## src/rtl/branch_target_unit_if.sv

```systemverilog
// Bus between the branch target unit and its neighbours.
// The master drives decode/LUT-write inputs; the slave returns fetch controls.
interface branch_target_unit_if #(
    parameter int T     = 10,
    parameter int LUT_W = 5
);
    logic [2:0]       Op;
    logic [LUT_W-1:0] LutIdx;
    logic [T-1:0]     ProgCtr;
    logic             LutWe;
    logic [LUT_W-1:0] LutWAddr;
    logic [T-1:0]     LutWData;
    logic [T-1:0]     Target;
    logic             BranchAbs;
    logic             BranchRelEn;
    logic             StackEmpty;
    logic             StackFull;
    logic             StackErr;

    modport master (
        output Op, LutIdx, ProgCtr,
        output LutWe, LutWAddr, LutWData,
        input  Target, BranchAbs, BranchRelEn,
        input  StackEmpty, StackFull, StackErr
    );

    modport slave (
        input  Op, LutIdx, ProgCtr,
        input  LutWe, LutWAddr, LutWData,
        output Target, BranchAbs, BranchRelEn,
        output StackEmpty, StackFull, StackErr
    );
endinterface

```

## src/rtl/branch_target_unit.sv

```systemverilog
// Branch class decode, target LUT and hardware return-address stack
// feeding the instruction fetch unit.
module branch_target_unit #(
    parameter int T     = 10,
    parameter int LUT_W = 5,
    parameter int DEPTH = 4
) (
    input  logic Clk,
    input  logic Reset,
    input  logic Start,
    branch_target_unit_if.slave bus
);
    localparam int LUT_N = 1 << LUT_W;
    localparam int DW    = $clog2(DEPTH + 1);
    localparam int AW    = (DEPTH > 1) ? $clog2(DEPTH) : 1;

    localparam logic [DW-1:0] DEPTH_MAX = DW'(DEPTH);

    logic [T-1:0]  lut   [LUT_N];
    logic [T-1:0]  stack [DEPTH];
    logic [DW-1:0] depth;
    logic          err;

    logic          is_jmp;
    logic          is_brc;
    logic          is_call;
    logic          is_ret;
    logic          empty;
    logic          full;
    logic [AW-1:0] push_idx;
    logic [AW-1:0] top_idx;
    logic [T-1:0]  lut_rd;
    logic [T-1:0]  ret_addr;

    assign is_jmp  = (bus.Op == 3'b001);
    assign is_brc  = (bus.Op == 3'b010);
    assign is_call = (bus.Op == 3'b011);
    assign is_ret  = (bus.Op == 3'b100);

    assign empty    = (depth == '0);
    assign full     = (depth == DEPTH_MAX);
    assign push_idx = depth[AW-1:0];
    assign top_idx  = AW'(depth - DW'(1));
    assign lut_rd   = lut[bus.LutIdx];
    assign ret_addr = bus.ProgCtr + T'(1);

    always_comb begin
        bus.Target      = '0;
        bus.BranchAbs   = 1'b0;
        bus.BranchRelEn = 1'b0;
        if (!Start) begin
            unique case (1'b1)
                is_jmp, is_call: begin
                    bus.BranchAbs = 1'b1;
                    bus.Target    = lut_rd;
                end
                is_brc: begin
                    bus.BranchRelEn = 1'b1;
                    bus.Target      = lut_rd;
                end
                is_ret: begin
                    // underflow falls through: fetch just increments
                    if (!empty) begin
                        bus.BranchAbs = 1'b1;
                        bus.Target    = stack[top_idx];
                    end
                end
                default: ;
            endcase
        end
    end

    assign bus.StackEmpty = empty;
    assign bus.StackFull  = full;
    assign bus.StackErr   = err;

    always_ff @(posedge Clk or negedge Reset) begin
        if (!Reset) begin
            depth <= '0;
            err   <= 1'b0;
        end else if (Start) begin
            depth <= '0;
            err   <= 1'b0;
        end else if (is_call) begin
            if (full) begin
                err <= 1'b1;
            end else begin
                depth <= depth + DW'(1);
            end
        end else if (is_ret) begin
            if (empty) begin
                err <= 1'b1;
            end else begin
                depth <= depth - DW'(1);
            end
        end
    end

    // entry contents are don't-care after reset; only depth matters
    always_ff @(posedge Clk) begin
        if (Reset && !Start && is_call && !full) begin
            stack[push_idx] <= ret_addr;
        end
    end

    always_ff @(posedge Clk or negedge Reset) begin
        if (!Reset) begin
            for (int i = 0; i < LUT_N; i++) begin
                lut[i] <= '0;
            end
        end else if (bus.LutWe) begin
            lut[bus.LutWAddr] <= bus.LutWData;
        end
    end
endmodule

```

## src/flat_wrapper.sv

```systemverilog
// flat-port wrapper written by rule: the top's interface ports become plain ports
module branch_target_unit_flat 
#(
    parameter int T     = 10,
    parameter int LUT_W = 5,
    parameter int DEPTH = 4
)
  (Clk, Reset, Start, bus_Op, bus_LutIdx, bus_ProgCtr, bus_LutWe, bus_LutWAddr, bus_LutWData, bus_Target, bus_BranchAbs, bus_BranchRelEn, bus_StackEmpty, bus_StackFull, bus_StackErr);
  branch_target_unit_if #(.T(T), .LUT_W(LUT_W)) bus_i ();
  input  logic Clk;
  input  logic Reset;
  input  logic Start;
  input wire logic [$bits(bus_i.Op)-1:0] bus_Op;
  input wire logic [$bits(bus_i.LutIdx)-1:0] bus_LutIdx;
  input wire logic [$bits(bus_i.ProgCtr)-1:0] bus_ProgCtr;
  input wire logic [$bits(bus_i.LutWe)-1:0] bus_LutWe;
  input wire logic [$bits(bus_i.LutWAddr)-1:0] bus_LutWAddr;
  input wire logic [$bits(bus_i.LutWData)-1:0] bus_LutWData;
  output wire logic [$bits(bus_i.Target)-1:0] bus_Target;
  output wire logic [$bits(bus_i.BranchAbs)-1:0] bus_BranchAbs;
  output wire logic [$bits(bus_i.BranchRelEn)-1:0] bus_BranchRelEn;
  output wire logic [$bits(bus_i.StackEmpty)-1:0] bus_StackEmpty;
  output wire logic [$bits(bus_i.StackFull)-1:0] bus_StackFull;
  output wire logic [$bits(bus_i.StackErr)-1:0] bus_StackErr;
  assign bus_i.Op = bus_Op;
  assign bus_i.LutIdx = bus_LutIdx;
  assign bus_i.ProgCtr = bus_ProgCtr;
  assign bus_i.LutWe = bus_LutWe;
  assign bus_i.LutWAddr = bus_LutWAddr;
  assign bus_i.LutWData = bus_LutWData;
  assign bus_Target = bus_i.Target;
  assign bus_BranchAbs = bus_i.BranchAbs;
  assign bus_BranchRelEn = bus_i.BranchRelEn;
  assign bus_StackEmpty = bus_i.StackEmpty;
  assign bus_StackFull = bus_i.StackFull;
  assign bus_StackErr = bus_i.StackErr;
  branch_target_unit #(.T(T), .LUT_W(LUT_W), .DEPTH(DEPTH)) u_core (.Clk(Clk), .Reset(Reset), .Start(Start), .bus(bus_i));
endmodule
```

## config.mk

```make
export PLATFORM = sky130hd
export DESIGN_NAME = branch_target_unit_flat
export DESIGN_NICKNAME = d
export VERILOG_FILES = /design/src/rtl/branch_target_unit_if.sv /design/src/rtl/branch_target_unit.sv /design/src/flat_wrapper.sv
export SDC_FILE = /design/constraint.sdc
export NUM_CORES = 1
export LEC_CHECK = 0
export BUFFER_PORTS_ARGS = -buffer_cell sky130_fd_sc_hd__buf_4
export CAP_MARGIN = 10
export CORE_MARGIN = 2
export CORE_UTILIZATION = 55
export DETAILED_ROUTE_END_ITERATION = 6
export PLACE_DENSITY = 0.79
export SYNTH_ARGS = -nofsm -noshare
export SYNTH_HDL_FRONTEND = slang
export SYNTH_SLANG_ARGS = --single-unit
```

## constraint.sdc

```tcl
create_clock -name Clk -period 2.73 [get_ports Clk]
set_input_delay 0.1365 -clock Clk [delete_from_list [all_inputs] [get_ports Clk]]
set_output_delay 0.1365 -clock Clk [all_outputs]
set_load 0.05 [all_outputs]
```

==> impl_metrics.yaml, run 1 <==
critical_path:
  cpPeakStageDelay_ns: 0.62
  critPathKind: "flop to output pin"
  crit_required_ns: 2.59
  r2r-start: "u_core.depth[1]"
  cp-start-kind: "flop"
  worstPathCellList: "inv_1 -> ha_1 -> mux4_2 -> inv_1 -> o21ai_0 -> buf_4"
  reg2reg_slack_ns: 0.50
  cp.arrival_ns: 2.47
  cp_num_buf_inv: 3
  crit_path_end_kind: "output pin"
  r2r_cells: 6
  crit_slowest_cell: "ha_1"
  r2r_end: "u_core.stack[3][4]"
  crit_family: "adder cells"
  crit_fanout: 11
  cp_common_cell: "inv_1"
synthesis:
  synth_edf_count: 40
  synth_common_cells: "mux2_2, dfrtp_1, mux4_2, mux2i_1"
  netlist_instances: 1105
  yosysMostFrequentCell: "mux2_2"
  syn_nets: 1148
  synthTopCellsByArea: "dfrtp_1, mux2_2, mux4_2, edfxtp_1, mux2i_1"
  avgSynthCellArea_um2: 15.2
  ys_ff_latch: 364
  yosysTopAreaCell: "dfrtp_1"
  synth_flop_cell: "dfrtp_1"
  yosys_warnings: 0
  async_flop_share_pct: 89.0
  ys_seq_area_share_pct: 55.4
  yosysTopAreaCellShare_pct: 48.2
  synthesis.area_um2: 16800
  synth_cell_types: 47
route:
  drt-vias-per-instance: 6.23
  ant_nets: 0
  drtIter0Drc: 693
  wire_per_inst_um: 24.8
  via_count: 9873
  drc: 0
  wl_um: 39300
  drtPass1Iterations: 5
timing:
  finalSetupViolCount: 0
  final_hold_viol_count: 0
  rsz0062_at_grt: "false"
  finClkSkew_ns: 0.0184
  maxSlewHeadroom_pct: 37.2
  slew_violations: 0
  max_freq_mhz: 384
  period_minus_slack_ns: 2.61
  finalCritPeriodShare_pct: 95.5
  tightestPinTransition_ns: 0.942
global_route:
  grt_use_met2_pct: 41.7
  antenna_found_initial: 0
  grt_first_pass_wirelength_um: 61700
  track_usage_pct: 25.8
  grt_max_degree: 178
  overflow: 0
  grt_pass1_vias: 10500
  grt_use_met3_pct: 3.97
  top_usage_layer: "met2"
  met1_usage_pct: 36.7
finish:
  utilization_pct: 62.5
  fin_nets: 1205
  register_area_um2: 9310
  area_growth_pct: 12.9
  final_area_um2: 19000
  drive_gt1_share_pct: 49.7
  diodes: 0
  fill_cells: 2178
  multiInputGateArea_um2: 7120
min_path:
  hold_start: "bus_ProgCtr[9]"
  min_path_cells: 2
  hold_end: "u_core.stack[0][9]"
  hp-class: "input pin to flop"
placed_design:
  dpl_cell_area_um2: 17700
  finalWeightedCongestion: 0.817
  portBuffers: 51
  place_hpwl_um: 24900
clocking:
  clk_pin_slew_ns: 0.06
  cts.sinks: 364
  htree_num_levels: 2
  clock_latency_ns: 0.53
  clockRootBuffer: "clkbuf_16"
  clockBufferDepth: 3
  cts_tree: "yes"
  cts_made_buffers: 38
die:
  dieWidth_um: 179
  die_h_um: 179
  start_util_pct: 55.4
  boundaryPins: 52
  core-area_um2: 30300
  rows: 64
  fp.dieArea_um2: 32000
run:
  maxCapViolations: 0
outcome:
  outcome: "finished, final reports clean"
power:
  ir_drop_mv: 0.618
  power.leakage_nw: 8.33
  power_density_nw_per_um2: 760
worst max path at each step:
stage,from,end,depth (start not counted)
after floorplan,u_core.depth[0],bus_Target[9],6
after global placement,bus_LutIdx[0],bus_Target[1],7
after detailed placement,bus_LutIdx[0],bus_Target[1],7
after CTS,u_core.depth[1],bus_Target[9],6
after global routing,u_core.depth[1],bus_Target[9],6
final,u_core.depth[1],bus_Target[9],6
per-stage QoR:
step | hold slack (ns) | cells | setup TNS [ns] | worst slack, ns | total power, W
6_report | 0.0174 | 1584 | 0 | 0.123 | 0.0144
3_5_place_dp | -0.0152 | 1509 | 0 | 0.301 | 0.00946
2_1_floorplan | -0.159 | 1105 | -0.0176 | -0.0176 | 0.00867
5_1_grt | 0.0249 | 1584 | 0 | 0.0112 | 0.0150
3_3_place_gp | -0.0136 | 1509 | 0 | 0.339 | 0.00933
4_1_cts | 0.00766 | 1583 | 0 | 0.0784 | 0.0145
layout by cell type, fill, tap and decap left out, types with 3 or more instances in the layout:
cell / netlist / final
nand3b_1: 5 / 5
mux2i_1: 42 / 42
nand2_1: 23 / 23
ha_1: 6 / 6
nor3b_1: 4 / 4
clkinv_2: 0 / 5
a221oi_1: 10 / 10
nor2_2: 15 / 15
dfrtp_1: 324 / 324
clkbuf_1: 40 / 10
mux4_2: 60 / 60
mux2_2: 359 / 359
buf_4: 4 / 73
dlygate4sd3_1: 0 / 8
buf_12: 0 / 7
nor2_1: 6 / 6
o2111ai_1: 16 / 16
xnor2_1: 7 / 7
and3_1: 4 / 4
clkbuf_8: 0 / 7
nor2b_1: 3 / 3
o21ai_0: 10 / 3
inv_1: 15 / 15
o21ai_1: 0 / 7
a22oi_1: 8 / 8
nand3_1: 12 / 12
and2_1: 6 / 6
clkbuf_16: 0 / 41
nand2b_1: 5 / 5
xor2_1: 3 / 3
nand2_2: 13 / 13
o22ai_1: 12 / 12
edfxtp_1: 40 / 40
report_power, final:
group          total (W)  switching (W)  internal (W)
registers        0.00692       0.000494       0.00643
clock network    0.00502        0.00208       0.00294
logic            0.00248        0.00109       0.00139
registers in the layout (all words and copies together) (netlist names):
name and flops:
u_core.lut 320, u_core.stack 40, u_core.depth 3, u_core.bus.StackErr 1
logic make-up (layout without fill, tap and decap cells):
family | count (synthesis) | after routing | share of synthesized area [%]
buf+inv | 87 | 170 | 2.25
compound gates | 65 | 65 | 2.94
xor+xnor | 10 | 10 | 0.521
fa+ha+maj | 6 | 6 | 0.447
mux | 462 | 462 | 34.7
simple gates | 111 | 111 | 3.82
flops | 364 | 364 | 55.4
layout make-up:
type / count / area share [%]
inverter: 15 / 0.297
tap: 396 / 2.61
multi-input combinational: 654 / 37.5
sequential: 364 / 49.0
clock inverter: 8 / 0.277
timing repair buffer: 89 / 4.13
clock buffer: 58 / 6.11
timing repair:
item / in CTS / in global routing
hold endpoints to repair: 173 / 0
setup endpoints to repair: 0 / 1
hold buffers: 8 / 0
resized for setup: 0 / 0
setup buffers: 0 / 1
metal layers:
layer | part of all wire (%) | vias up | wire length [µm]
met2 | 48 | 273 | 18800
met5 | 0 | - | 0
li1 | - | 4264 | -
met3 | 5.1 | 76 | 1990
met4 | 2.4 | 0 | 951
met1 | 45 | 5260 | 17600
Note: power is estimated with default switching activity, not from simulation.
==> inputs of run 2 (changes only) <==
==> constraint.sdc (replaced) <==
create_clock -name Clk -period 2.9 [get_ports Clk]
set_input_delay 0.145 -clock Clk [delete_from_list [all_inputs] [get_ports Clk]]
set_output_delay 0.145 -clock Clk [all_outputs]
set_load 0.05 [all_outputs]
==> impl_metrics.yaml, run 2 (synthesis results as in run 1) <==
outcome:
  outcome: "finished, final reports clean"
global_route:
  grt_first_pass_wirelength_um: 61800
  antenna_found_initial: 0
  track_usage_pct: 25.9
  overflow: 0
  grt_pass1_vias: 10500
  grt_max_degree: 180
critical_path:
  r2r_end: "u_core.stack[3][5]"
  cp-start-kind: "flop"
  r2r-start: "u_core.depth[0]"
  cp_num_buf_inv: 1
  crit_fanout: 2
  cpPeakStageDelay_ns: 0.47
  crit_family: "multiplexers"
  crit_slowest_cell: "mux4_2"
  cp.arrival_ns: 2.49
  crit_required_ns: 2.76
  worstPathCellList: "mux4_2 -> mux2i_1 -> o2111ai_1 -> o2111ai_1 -> o21ai_1 -> buf_4"
  critPathKind: "flop to output pin"
  crit_path_end_kind: "output pin"
  reg2reg_slack_ns: 0.47
  r2r_cells: 5
  cp_common_cell: "o2111ai_1"
clocking:
  clockBufferDepth: 3
  cts.sinks: 364
  htree_num_levels: 2
  cts_tree: "yes"
  clk_pin_slew_ns: 0.06
  cts_setup_buffers: 0
  clock_latency_ns: 0.54
  clockRootBuffer: "clkbuf_16"
  cts_made_buffers: 39
timing:
  setup_tns_ns: 0
  maxSlewHeadroom_pct: 30.6
  slew_violations: 0
  tightestPinTransition_ns: 1.04
  finClkSkew_ns: 0.0139
  final_hold_viol_count: 0
  timing.hold.ws_ns: 0.00642
  period_minus_slack_ns: 2.63
  finalCritPeriodShare_pct: 90.8
  max_freq_mhz: 380
  rsz0062_at_grt: "false"
  finalSetupViolCount: 0
power:
  power.leakage_nw: 8.31
  total_power_w: 0.0138
  ir_drop_mv: 0.644
  power_density_nw_per_um2: 728
finish:
  layout_commonest_cell: "mux2_2"
  fin_nets: 1197
  drive_gt1_share_pct: 49.4
  diodes: 0
  fill_cells: 2218
  mostFrequentLayoutCells: "mux2_2, dfrtp_1, buf_4, mux4_2, mux2i_1"
  area_growth_pct: 12.8
  largest-register: "u_core.lut"
  reg_top3: "u_core.lut x320, u_core.stack x40, u_core.depth x3"
  largest_register_ffs: 320
die:
  die_h_um: 179
  rows: 64
  fp.dieArea_um2: 32000
  boundaryPins: 52
  core-area_um2: 30300
  start_util_pct: 55.4
  dieWidth_um: 179
route:
  via_count: 9851
  wire_per_inst_um: 25.0
  wl_um: 39400
  drtIter0Drc: 817
  drt-vias-per-instance: 6.24
  drc: 0
  ant_nets: 0
  drtPass1Iterations: 4
min_path:
  min_path_cells: 2
  hp-class: "input pin to flop"
  hold_end: "u_core.stack[3][1]"
  hold_start: "bus_ProgCtr[1]"
run:
  maxCapViolations: 0
placed_design:
  place_hpwl_um: 25300
  finalWeightedCongestion: 0.889
  portBuffers: 51
-- run 2: changes by cell type in the layout (fill, tap and decap cells not counted), sizes merged --
cell	change
buf	-9
clkinv	+4
bufinv	+2
clkinvlp	-1
inv	-1
-- run 2: worst max-delay path by stage --
stage	cells after the start	slack [ns]	endpoint	start
6_report	6	0.27	bus_Target[0]	u_core.lut[170]
5_1_grt	6	0.09	bus_Target[7]	u_core.depth[0]
3_3_place_gp	8	0.33	bus_Target[5]	bus_LutIdx[0]
2_1_floorplan	6	0.14	bus_Target[9]	u_core.depth[0]
4_1_cts	8	0.13	bus_Target[4]	bus_LutIdx[0]
3_5_place_dp	8	0.16	bus_Target[4]	bus_LutIdx[0]
-- run 2: metrics by stage --
stage	worst slack [ns]	std cells	cell area (µm²)	utilization (%)
detailed placement	0.159	1501	17600	58.0
floorplan	0.144	1105	16800	-
global route	0.0921	1579	19000	62.5
global placement	0.326	1501	17600	58.0
finish	0.267	1579	19000	62.5
CTS	0.128	1579	19000	62.5
-- run 2: timing repair --
item | 4_1_cts | 5_1_grt
gates resized for setup | 0 | 1
endpoints found under the hold margin | 102 | 0
hold buffers | 8 | 0
setup endpoints to repair | 0 | 1
-- run 2: area by class of cell --
| class | count | area, µm² | share of cell area, % |
|---|---|---|---|
| Clock inverter | 12 | 121 | 0.640 |
| Clock buffer | 58 | 1160 | 6.11 |
| Inverter | 15 | 56.3 | 0.297 |
| Multi-Input combinational cell | 654 | 7130 | 37.6 |
| Timing Repair Buffer | 80 | 691 | 3.64 |
| Tap cell | 396 | 495 | 2.61 |
| Sequential cell | 364 | 9310 | 49.1 |
-- run 2: routing by layer --
layer  track usage (%)  wire (µm)  vias up
met3              4.26       2160       84
met2              41.6      19100      291
li1                  -          -     4231
met1              36.8      17200     5245
met4              7.01       1020        0
met5                 0          0        -
-- run 2: report_power, final --
| group | leakage, nW | internal (W) | switching, W |
|---|---|---|---|
| sequential | 4.50 | 0.00605 | 0.000453 |
| clock | 0.632 | 0.00294 | 0.00199 |
| combinational | 3.18 | 0.00130 | 0.00106 |
==> inputs of run 3 (changes only) <==
--- a/config.mk
+++ b/config.mk
@@ -5,12 +5,14 @@
 export SDC_FILE = /design/constraint.sdc
 export NUM_CORES = 1
 export LEC_CHECK = 0
+export ABC_AREA = 1
 export BUFFER_PORTS_ARGS = -buffer_cell sky130_fd_sc_hd__buf_4
 export CAP_MARGIN = 10
 export CORE_MARGIN = 2
 export CORE_UTILIZATION = 55
 export DETAILED_ROUTE_END_ITERATION = 6
 export PLACE_DENSITY = 0.79
+export SLEW_MARGIN = 20
 export SYNTH_ARGS = -nofsm -noshare
 export SYNTH_HDL_FRONTEND = slang
 export SYNTH_SLANG_ARGS = --single-unit
==> constraint.sdc (replaced) <==
create_clock -name Clk -period 2.6 [get_ports Clk]
set_input_delay 0.13 -clock Clk [delete_from_list [all_inputs] [get_ports Clk]]
set_output_delay 0.13 -clock Clk [all_outputs]
set_load 0.05 [all_outputs]
==> impl_metrics.yaml, run 3 <==
outcome:
  outcome: "finished, final reports clean"
clocking:
  htree_num_levels: 2
  clk_pin_slew_ns: 0.06
  clock_latency_ns: 0.53
  cts_made_buffers: 37
  clockRootBuffer: "clkbuf_16"
  cts.sinks: 364
  cts_tree: "yes"
  clockBufferDepth: 3
global_route:
  grt_first_pass_wirelength_um: 74300
  overflow: 0
  track_usage_pct: 29.9
  antenna_found_initial: 0
  grt_max_degree: 87
  grt_pass1_vias: 13800
min_path:
  hp-class: "input pin to flop"
critical_path:
  critPathKind: "flop to output pin"
  cp.arrival_ns: 2.34
  cp_num_buf_inv: 2
  crit_path_end_kind: "output pin"
  crit_slowest_cell: "ha_4"
  reg2reg_slack_ns: 0.83
  crit_fanout: 22
  cp-start-kind: "flop"
  crit_family: "compound AO/OA/AOI/OAI gates"
  worstPathCellList: "inv_1 -> ha_4 -> o21ai_0 -> o32ai_1 -> nand2_1 -> a21oi_2 -> buf_4"
  crit_required_ns: 2.47
  cpPeakStageDelay_ns: 0.43
synthesis:
  ys_ff_latch: 364
  async_flop_share_pct: 89.0
  syn_nets: 2140
  yosysMostFrequentCell: "nand2_1"
  yosysTopAreaCell: "dfrtp_1"
  synth_cell_types: 24
  synth_flop_cell: "dfrtp_1"
  ys_seq_area_share_pct: 55.2
  yosys_warnings: 0
  synthesis.area_um2: 16900
  synth_common_cells: "nand2_1, dfrtp_1, o21ai_0, nand3_1, clkbuf_1"
  netlist_instances: 2097
  yosysTopAreaCellShare_pct: 48.1
  avgSynthCellArea_um2: 8.04
  synth_edf_count: 40
  synthTopCellsByArea: "dfrtp_1, nand2_1, o21ai_0, edfxtp_1, nand3_1"
route:
  drtPass1Iterations: 7
  via_count: 14700
  ant_nets: 0
  drtIter0Drc: 1801
  wl_um: 46500
  drt-vias-per-instance: 5.83
  wire_per_inst_um: 18.5
  drc: 0
die:
  dieWidth_um: 179
  boundaryPins: 52
  fp.dieArea_um2: 32100
  core-area_um2: 30300
  start_util_pct: 55.5
  die_h_um: 179
  rows: 64
finish:
  largest_register_ffs: 320
  final_cells: 2515
  multiInputGateArea_um2: 6720
  area_growth_pct: 12.5
  drive_gt1_share_pct: 9.44
  utilization_pct: 62.5
  diodes: 0
  fill_cells: 2541
  register_area_um2: 9310
  largest-register: "u_core.lut"
  layout_commonest_cell: "nand2_1"
  fin_nets: 2135
  reg_top3: "u_core.lut x320, u_core.stack x40, u_core.depth x3"
  mostFrequentLayoutCells: "nand2_1, dfrtp_1, o21ai_0, nand3_1, buf_4"
run:
  maxCapViolations: 0
timing:
  finalSetupViolCount: 0
  setup_tns_ns: 0
  tightestPinTransition_ns: 0.799
  finalCritPeriodShare_pct: 95.1
  finClkSkew_ns: 0.00422
  final_hold_viol_count: 0
  rsz0062_at_grt: "false"
  period_minus_slack_ns: 2.47
  max_freq_mhz: 405
  slew_violations: 0
  maxSlewHeadroom_pct: 46.4
power:
  total_power_w: 0.0152
  ir_drop_mv: 0.649
  power.leakage_nw: 8.79
  power_density_nw_per_um2: 804
placed_design:
  placed_cells: 2442
  finalWeightedCongestion: 0.965
  portBuffers: 51
  place_hpwl_um: 28500
[run 3: cell types whose count changed after synthesis, sizes merged, moves of 30 or more]
cell and delta:
a21oi +30, mux2 -360, nand3 +224, nor2 +40, nand2 +798, mux4 -60
clkbuf +79, mux2i -42, o21ai +306
[run 3: worst paths after layout]
path | startpoint | to | cells after the start
worst max-delay path | u_core.depth[1] | bus_Target[0] | 7
worst min-delay path | bus_ProgCtr[6] | u_core.stack[2][6] | 2
worst max register to register | u_core.depth[1] | u_core.depth[2] | 11
worst min register to register | u_core.lut[303] | u_core.lut[303] | 2
max in group asynchronous | Reset | u_core.lut[264] | 3
min in group asynchronous | Reset | u_core.lut[7] | 2
[run 3: cell type report]
type	instances	area share, %
flip-flops and latches	364	49.1
multi-input cells	1523	35.4
repair buffers	124	5.70
clock buffers	52	5.61
well taps	396	2.61
inverters	42	0.844
clock inverters	14	0.719
[run 3: power breakdown]
part	internal, W	switching, W
clock	0.00306	0.00222
sequential	0.00672	0.000555
combinational	0.000995	0.00170
[run 3: kinds of logic (layout without fill, tap and decap cells)]
| kind of cell | Yosys count | count (layout) | synth area share [%] |
|---|---|---|---|
| xor gates and xnor gates | 8 | 8 | 0.416 |
| buffers and inverters | 210 | 232 | 5.22 |
| and+or+nand+nor | 1150 | 1150 | 27.8 |
| adders and majority gates | 6 | 6 | 0.445 |
| DFF | 364 | 364 | 55.2 |
| AOI/OAI and AO/OA | 359 | 359 | 10.9 |
[run 3: stage by stage]
step | area (µm²) | hold WS, ns | worst slack (ns)
floorplan | 16900 | -0.166 | 0.0397
global placement | 17700 | 0.0549 | 0.471
detailed placement | 17700 | 0.0487 | 0.321
CTS | 19000 | 0.00845 | 0.127
global route | 19000 | 0.0186 | 0.0181
finish | 19000 | 0.0262 | 0.128
[run 3: repair_timing]
item,in CTS,in global routing
gates cloned,0,0
buffers inserted,0,0
hold endpoints to repair,258,0
endpoints found under the setup margin,10,1
hold buffers,7,0
gates resized for setup,2,1
[run 3: routing by layer]
metal	part of all wire (%)	GRT usage (%)	routed length, µm
met5	0	0	0
met2	46	45.9	21200
met3	8.9	5.64	4130
met1	41	41.5	19200
met4	4.1	13.2	1920
